==> src/rtl/fir_out_sd_dac.sv <==
// fir_out_sd_dac
// Output stage behind fir_n. The filter output is captured once per sample
// period, on the rising edge of the divided clock clk_d. The captured sample
// is scaled by an arithmetic right shift, saturated and turned into an
// offset-binary code. A first-order delta-sigma modulator running at the full
// clk rate turns that code into a 1-bit density stream for an RC-filtered pin.
// Saturated captures are reported by a sticky flag and a saturating counter.
//
// Ports:
//   clk           system clock
//   rst           asynchronous active-high reset
//   clk_d         divided sample clock, sampled as data on clk
//   ena           enable; low freezes everything except the clk_d edge detector
//   y_in          signed N-bit sample from fir_n
//   clip_clr      synchronous clear of clip / clip_count
//   dac_out       delta-sigma bitstream (registered)
//   sample_strobe one-cycle pulse when a new code is loaded
//   code          current offset-binary code
//   clip          sticky flag: a captured sample saturated
//   clip_count    number of saturated captures, holds at 16'hFFFF
module fir_out_sd_dac #(
    parameter int N        = 32,
    parameter int SHIFT    = 8,
    parameter int OUT_BITS = 12
) (
    input  logic                clk,
    input  logic                rst,
    input  logic                clk_d,
    input  logic                ena,
    input  logic [N-1:0]        y_in,
    input  logic                clip_clr,
    output logic                dac_out,
    output logic                sample_strobe,
    output logic [OUT_BITS-1:0] code,
    output logic                clip,
    output logic [15:0]         clip_count
);

    // Saturation bounds expressed at the full input width so the comparison
    // happens before any bits are dropped.
    localparam logic signed [N-1:0] SAT_MAX = {{(N-OUT_BITS+1){1'b0}}, {(OUT_BITS-1){1'b1}}};
    localparam logic signed [N-1:0] SAT_MIN = {{(N-OUT_BITS+1){1'b1}}, {(OUT_BITS-1){1'b0}}};
    localparam logic [OUT_BITS-1:0] MID_CODE = {1'b1, {(OUT_BITS-1){1'b0}}};
    localparam logic [OUT_BITS-1:0] SAT_MAX_CODE = {1'b0, {(OUT_BITS-1){1'b1}}};
    localparam logic [OUT_BITS-1:0] SAT_MIN_CODE = {1'b1, {(OUT_BITS-1){1'b0}}};
    localparam logic [15:0] COUNT_MAX = 16'hFFFF;

    logic                       clk_d_q_r;
    logic                       rise_s;
    logic                       capture_s;
    logic signed [N-1:0]        shifted_s;
    logic                       sat_hi_s;
    logic                       sat_lo_s;
    logic                       clip_hit_s;
    logic [OUT_BITS-1:0]        sat_s;
    logic [OUT_BITS-1:0]        next_code_s;
    logic [OUT_BITS:0]          acc_sum_s;
    logic [OUT_BITS-1:0]        acc_r;
    logic [OUT_BITS-1:0]        code_r;
    logic                       dac_out_r;
    logic                       strobe_r;
    logic                       clip_r;
    logic [15:0]                clip_count_r;

    // Rise detection on the sampled divided clock, plus capture qualification.
    always_comb begin
        rise_s    = clk_d & ~clk_d_q_r;
        capture_s = rise_s & ena;
    end

    // Scale, saturate and convert the incoming sample to offset binary.
    always_comb begin
        shifted_s  = $signed(y_in) >>> SHIFT;
        sat_hi_s   = (shifted_s > SAT_MAX);
        sat_lo_s   = (shifted_s < SAT_MIN);
        clip_hit_s = sat_hi_s | sat_lo_s;
        if (sat_hi_s) begin
            sat_s = SAT_MAX_CODE;
        end else if (sat_lo_s) begin
            sat_s = SAT_MIN_CODE;
        end else begin
            sat_s = shifted_s[OUT_BITS-1:0];
        end
        // Adding half scale to an in-range two's complement value is the same
        // as inverting its sign bit.
        next_code_s = {~sat_s[OUT_BITS-1], sat_s[OUT_BITS-2:0]};
    end

    // Modulator adder: the carry out of the phase accumulator is the output bit.
    always_comb begin
        acc_sum_s = {1'b0, acc_r} + {1'b0, code_r};
    end

    // clk_d edge detector; keeps tracking even while disabled so that a
    // re-enable with clk_d already high is not mistaken for a rise.
    always_ff @(posedge clk or posedge rst) begin
        if (rst) begin
            clk_d_q_r <= 1'b0;
        end else begin
            clk_d_q_r <= clk_d;
        end
    end

    // Code register and the one-cycle load strobe.
    always_ff @(posedge clk or posedge rst) begin
        if (rst) begin
            code_r   <= MID_CODE;
            strobe_r <= 1'b0;
        end else begin
            strobe_r <= capture_s;
            if (capture_s) begin
                code_r <= next_code_s;
            end else begin
                code_r <= code_r;
            end
        end
    end

    // First-order delta-sigma: acc together with dac_out forms the
    // OUT_BITS+1 bit accumulator {carry, phase}.
    always_ff @(posedge clk or posedge rst) begin
        if (rst) begin
            acc_r     <= {OUT_BITS{1'b0}};
            dac_out_r <= 1'b0;
        end else if (ena) begin
            acc_r     <= acc_sum_s[OUT_BITS-1:0];
            dac_out_r <= acc_sum_s[OUT_BITS];
        end else begin
            acc_r     <= acc_r;
            dac_out_r <= dac_out_r;
        end
    end

    // Clip reporting; a saturating capture takes priority over a clear, so a
    // coincident clear restarts the count at one.
    always_ff @(posedge clk or posedge rst) begin
        if (rst) begin
            clip_r       <= 1'b0;
            clip_count_r <= 16'h0000;
        end else if (ena) begin
            if (capture_s && clip_hit_s) begin
                clip_r <= 1'b1;
                if (clip_clr) begin
                    clip_count_r <= 16'h0001;
                end else if (clip_count_r == COUNT_MAX) begin
                    clip_count_r <= COUNT_MAX;
                end else begin
                    clip_count_r <= clip_count_r + 16'h0001;
                end
            end else if (clip_clr) begin
                clip_r       <= 1'b0;
                clip_count_r <= 16'h0000;
            end else begin
                clip_r       <= clip_r;
                clip_count_r <= clip_count_r;
            end
        end else begin
            clip_r       <= clip_r;
            clip_count_r <= clip_count_r;
        end
    end

    assign dac_out       = dac_out_r;
    assign sample_strobe = strobe_r;
    assign code          = code_r;
    assign clip          = clip_r;
    assign clip_count    = clip_count_r;

endmodule

==> config.mk <==
export PLATFORM = sky130hd
export DESIGN_NAME = fir_out_sd_dac
export DESIGN_NICKNAME = d
export VERILOG_FILES = /design/src/rtl/fir_out_sd_dac.sv
export SDC_FILE = /design/constraint.sdc
export NUM_CORES = 1
export LEC_CHECK = 0
export CAP_MARGIN = 5
export CORE_ASPECT_RATIO = 0.8
export CORE_MARGIN = 1
export CORE_UTILIZATION = 44
export DETAILED_ROUTE_END_ITERATION = 16
export GPL_TIMING_DRIVEN = 0
export PLACE_DENSITY = 0.72
export SLEW_MARGIN = 20
export SYNTH_ARGS = -nofsm -noshare
export SYNTH_HDL_FRONTEND = slang
export SYNTH_SLANG_ARGS = --single-unit
==> constraint.sdc <==
create_clock -name clk -period 2.2 [get_ports clk]
set_clock_uncertainty 0.2 [all_clocks]
set_input_delay 0.22 -clock clk [delete_from_list [all_inputs] [get_ports clk]]
set_output_delay 0.22 -clock clk [all_outputs]
set_load 0.01 [all_outputs]
==> flow_summary.toml, run 1 <==
[finish]
stdcell_area_um2 = 3620
area_delta_synth_final_pct = 41.0
layout-drive-gt1-share_pct = 19.1
final_nets = 396
diodes = 0

[synth]
synth.cell_area_um2 = 2560
seq_area_frac_synth_pct = 43.0
synth.most_common_cell = "dfrtp_1"
yosys.cell_types.count = 54
synth_commonest_cells = "dfrtp_1, o21ai_0, nand2_1"
synth_edf_count = 0
synth-main-ff-cell = "dfrtp_1"
async_flop_share_pct = 100
synthTopCellsByArea = "dfrtp_1, ha_1, o21ai_0, nand2_1, nor2_1"
yosysWarnings = 0
ys_ff_latch = 44
avgSynthCellArea_um2 = 9.64
syn-instance-count = 266
syn_nets = 317
yosysTopAreaCell = "dfrtp_1"
netlist.area_leader.share_pct = 42.0

[critical_path]
end_kind = "flop"
critPathKind = "reg -> reg"
crit_required_ps = 2160
arrival_ps = 2370
cpPeakStageDelay_ps = 390
r2r_slack_ps = -210
path_max_fanout = 2
slowest_stage = "dfrtp_1"
crit_path_start_kind = "flop"
path_cells = "ha_2, inv_2, fa_2, nor2b_2, o31a_1, o31a_1, o21ba_4, a2111oi_4, a211oi_2"
crit_top_cell = "o31a_1"

[clock_tree]
clk_latency_ps = 300
cts_tree = "yes"
clock-sinks = 44
cts-root-buf = "clkbuf_8"
clk_pin_slew_ps = 90
cts_buffers = 5
cts_buffer_depth = 2
htreeDepth = 2
holdBufCountCts = 0

[grt]
overflow = 0
grtUsageTotal_pct = 23.2
grt_pass1_vias = 2277
grt_start_max_net_pins = 29
grt_pass1_wl_mm = 11.0
grt_antenna_before_repair = 0

[sta]
hold_viol_final = 0
hold_ws_ps = 22.3
period_share_pct = 110
finalMaxSlewViolations = 0
finalCriticalPeriod_ps = 2410
fin_ws_ps = -213
rsz0062_at_grt = "yes"
worstMarginPinSlew_ps = 651
worst_slew_margin_rel_pct = 56.6
fmaxAchievable_ghz = 0.414
setup_viol = 4

[hold_path]
hold_path_class = "in -> async"

[power]
p_int_mw = 2.05
p_seq_share_pct = 35.2
p_switching_mw = 1.08
combPwrFrac_pct = 46.6
clock_power_share_pct = 18.3
ir_drop_mv = 0.632
power_switching_share_pct = 34.6
leakage_nw = 1.50
cellPowerDensity_nw_per_um2 = 867

[placement]
portBuffers = 58
gp_congestion = 0.789
placed_cell_area_um2 = 3270
dp_hpwl_mm = 4.72

[die]
dieArea_um2 = 6140
die_y_um = 70.3
die_w_um = 87.4
coreArea_um2 = 5530
pin_count = 68
start_util_pct = 46.4
rows = 24

[routing]
vias = 2361
firstDrtPassIters = 4
wire_per_inst_um = 15.9
antenna_left = 0
drc = 0
drt_iter0_markers = 118
via_per_inst = 5.57
wl_mm = 6.76

[run]
cap_violations = 0

[run_status]
status = "complete, but fails checks"
violations = "negative setup slack"
worst max-delay path, delay by kind of cell, from the launching register on:
kind / cells / cell delay [ps]
buf+inv: 1 / 60
compound gates: 5 / 1170
fa+ha+maj: 2 / 410
flops: 1 / 390
simple gates: 1 / 50
final cells by class:
type / instances / area, um2
timing repair buffer: 72 / 702
tap: 78 / 97.6
sequential: 44 / 1100
fill: 481 / 1910
multi-input combinational: 205 / 1540
buffer: 10 / 47.5
inverter: 7 / 26.3
clock buffer: 8 / 100
sequential cells by signal, summed over array words and instances (netlist names):
signal and flops:
clip 1, clip_count 16, code 12, dac_out 1
clk_d_q_r 1, acc_r 12, sample_strobe 1
kinds of logic after synthesis:
group	count (synthesis)	synth area share, %
muxes	12	4.98
AOI/OAI and AO/OA	85	21.6
DFF	44	43.0
buffers and inverters	17	2.88
adders and majority gates	14	7.12
xor gates and xnor gates	4	1.37
and+or+nand+nor	90	19.1
layout by cell type, fill, tap and decap left out, types with 7 or more instances in the layout:
master           Yosys  layout
dfrtp_1             43      41
buf_4                0      12
a21oi_1             12      11
clkbuf_8             0       7
clkdlybuf4s50_1      0      58
nand2_1             26      26
ha_1                13       9
o21ai_0             32      28
nand3_1              9       9
nor2_1              21      21
power by group through the flow:
stage	combinational, mW	clock [mW]	sequential (mW)
after floorplan	0.797	0	1.10
after global placement	1.10	0	1.10
after detailed placement	1.13	0	1.10
after CTS	1.28	0.576	1.09
after global routing	1.61	0.602	1.12
final	1.46	0.572	1.10
layer usage:
| metal | global-route usage [%] | wire, um |
|---|---|---|
| met1 | 34.1 | 3410 |
| met2 | 34.2 | 2930 |
| met3 | 4.85 | 368 |
| met4 | 6.56 | 55 |
| met5 | 0 | 0 |
metrics by stage:
stage                     TNS, ps  utilization [%]  total power, mW  worst slack, ps  std cells
after floorplan              -178                -             1.89             -141        266
after global placement     -16210             58.9             2.19             -369        402
after detailed placement    -8700             59.3             2.23             -515        403
after CTS                    -529             63.1             2.95             -238        417
after global routing        -1060             65.5             3.33             -320        424
final                        -667             65.5             3.13             -213        424
what timing repair did:
action	4_1_cts	5_1_grt
pin swaps	10	10
endpoints found under the setup margin	12	17
setup buffers	6	8
resized for setup	15	15
path summary, 6_finish.rpt:
kind | from | endpoint | depth (start not counted)
worst min register to register | acc_r[6] | acc_r[6] | 1
worst max-delay path | code[0] | dac_out | 9
worst min-delay path | rst | clip_count[11] | 2
worst max register to register | code[0] | dac_out | 9
max in group asynchronous | rst | code[11] | 3
min in group clk | ena | acc_r[2] | 2
Power figures use the tool's default switching activity.
==> inputs of run 2 (changes only) <==
- CORE_UTILIZATION: 44 -> 38
- PLACE_DENSITY: 0.72 -> 0.64
==> flow_summary.toml, run 2 (synthesis results as in run 1) <==
[clock_tree]
cts-root-buf = "clkbuf_8"
cts_buffers = 5
htreeDepth = 2
clk_pin_slew_ps = 90
clock-sinks = 44
cts_tree = "yes"
holdBufCountCts = 0
clk_latency_ps = 300
cts_buffer_depth = 2

[grt]
grtUsageTotal_pct = 19.3
grt_pass1_wl_mm = 10.5
met1_usage_pct = 29.3
grt_pass1_vias = 2125
overflow = 0
grt_start_max_net_pins = 31
busiest_layer = "met1"
use_met3_pct = 3.19
met2_usage_pct = 29.1
grt_antenna_before_repair = 0

[critical_path]
crit_top_cell = "o31a_1"
crit_required_ps = 2150
critPathKind = "reg -> reg"
slowest_stage = "dfrtp_1"
crit_path_start_kind = "flop"
path_cells = "ha_2, inv_2, fa_2, nor2b_1, o31a_1, o31a_1, o21ba_4, a2111oi_4, a211oi_1"
ff2ff_path_depth = 9
worstReg2RegStart = "code[0]"
path_max_fanout = 3
arrival_ps = 2410
rr_endpoint = "dac_out"
r2r_slack_ps = -270
cpPeakStageDelay_ps = 400
end_kind = "flop"
crit_buf_inv = 1
crit_family = "compound AO/OA/AOI/OAI gates"

[die]
start_util_pct = 39.8
coreArea_um2 = 6440
rows = 26
pin_count = 68
die_y_um = 75.5
die_w_um = 93.9
dieArea_um2 = 7080

[finish]
final_nets = 391
layout-drive-gt1-share_pct = 15.8
layout_common_cells = "clkdlybuf4s50_1, dfrtp_1, o21ai_0"
layout_commonest_cell = "clkdlybuf4s50_1"
largest_reg_flops = 16
diodes = 0
seqCellArea_um2 = 1100
multi_input_area_um2 = 1470
fill_cells = 591
area_delta_synth_final_pct = 37.6

[run_status]
status = "complete, but fails checks"
violations = "negative hold slack, negative setup slack"

[placement]
pre_cts_ws_ps = -486
dp_hpwl_mm = 4.74
gp_congestion = 0.850
portBuffers = 58

[sta]
fin_ws_ps = -266
rsz0062_at_grt = "yes"
hold_viol_final = 3
finalSetupTns_ps = -749
hold_ws_ps = -1.75
setup_viol = 6
finalMaxSlewViolations = 0
fmaxAchievable_ghz = 0.406
period_share_pct = 112
worstMarginPinSlew_ps = 570
worst_slew_margin_rel_pct = 62.0
finalCriticalPeriod_ps = 2470

[power]
ir_drop_mv = 0.374
cellPowerDensity_nw_per_um2 = 851
leakage_nw = 1.47

[routing]
drt_iter0_markers = 73
wl_mm = 6.48
firstDrtPassIters = 4
antenna_left = 0
via_per_inst = 5.41
drc = 0
vias = 2299
wire_per_inst_um = 15.3

[hold_path]
hold_path_class = "in -> async"

[run]
cap_violations = 0
## run 2: cell types whose count changed in the layout (fill, tap and decap cells not counted), sizes merged
cell	before	now
clkinv	0	1
clkinvlp	0	1
clkbuf	13	10
buf	19	14
bufinv	0	1
## run 2: worst reg2reg max path, stage by stage, from the launching register on
cell and delay (ps):
dfrtp_1 400, ha_2 200, inv_2 60, fa_2 190, nor2b_1 60, o31a_1 270
o31a_1 300, o21ba_4 250, a2111oi_4 310, a211oi_1 100
## run 2: through the flow
stage | utilization [%] | power, mW | instance area, um2 | hold slack (ps) | std cells
floorplan | - | 1.89 | 2580 | 51.4 | 266
global placement | 50.6 | 2.20 | 3260 | 268 | 408
detailed placement | 51.0 | 2.24 | 3280 | 273 | 409
CTS | 53.8 | 2.98 | 3470 | 17.7 | 421
global route | 54.8 | 3.22 | 3530 | 36.2 | 425
finish | 54.8 | 3.00 | 3530 | -1.75 | 425
## run 2: worst max path at each step
| stage | start | endpoint | slack [ps] | cells past startpoint |
|---|---|---|---|---|
| floorplan | code[0] | dac_out | -140 | 9 |
| global placement | y_in[24] | clip_count[13] | -410 | 7 |
| detailed placement | y_in[24] | clip_count[7] | -490 | 6 |
| CTS | acc_r[0] | dac_out | -190 | 9 |
| global route | acc_r[0] | dac_out | -350 | 9 |
| finish | code[0] | dac_out | -270 | 9 |
## run 2: metal layers
metal  routed length [um]  part of all wire [%]  vias up
met1                 3370                    52     1119
met3                  234                   3.6        2
met2                 2860                    44       44
li1                     -                     -     1134
met4                   21                  0.32        0
met5                    0                     0        -
## run 2: cell type report
cell class	count	area share (%)
plain buffers	10	1.38
clock buffers	5	1.95
clock inverters	3	1.21
inverters	7	0.744
multi-input cells	205	41.7
flip-flops and latches	44	31.3
well taps	84	2.98
repair buffers	67	18.7
## run 2: repair_timing
item | 4_1_cts | 5_1_grt
gates resized for setup | 7 | 10
setup endpoints to repair | 21 | 18
cloned | 0 | 0
setup buffers | 4 | 4
pin swaps | 1 | 1
## run 2: power by group
group	internal, mW	switching [mW]
Combinational	0.670	0.610
Clock	0.336	0.296
Sequential	0.977	0.115
==> inputs of run 3 (changes only) <==
- CTS_CLUSTER_DIAMETER: not set -> 150
==> results of run 3 <==
No change in the layout: final DEF, timing and power equal those of run 2.
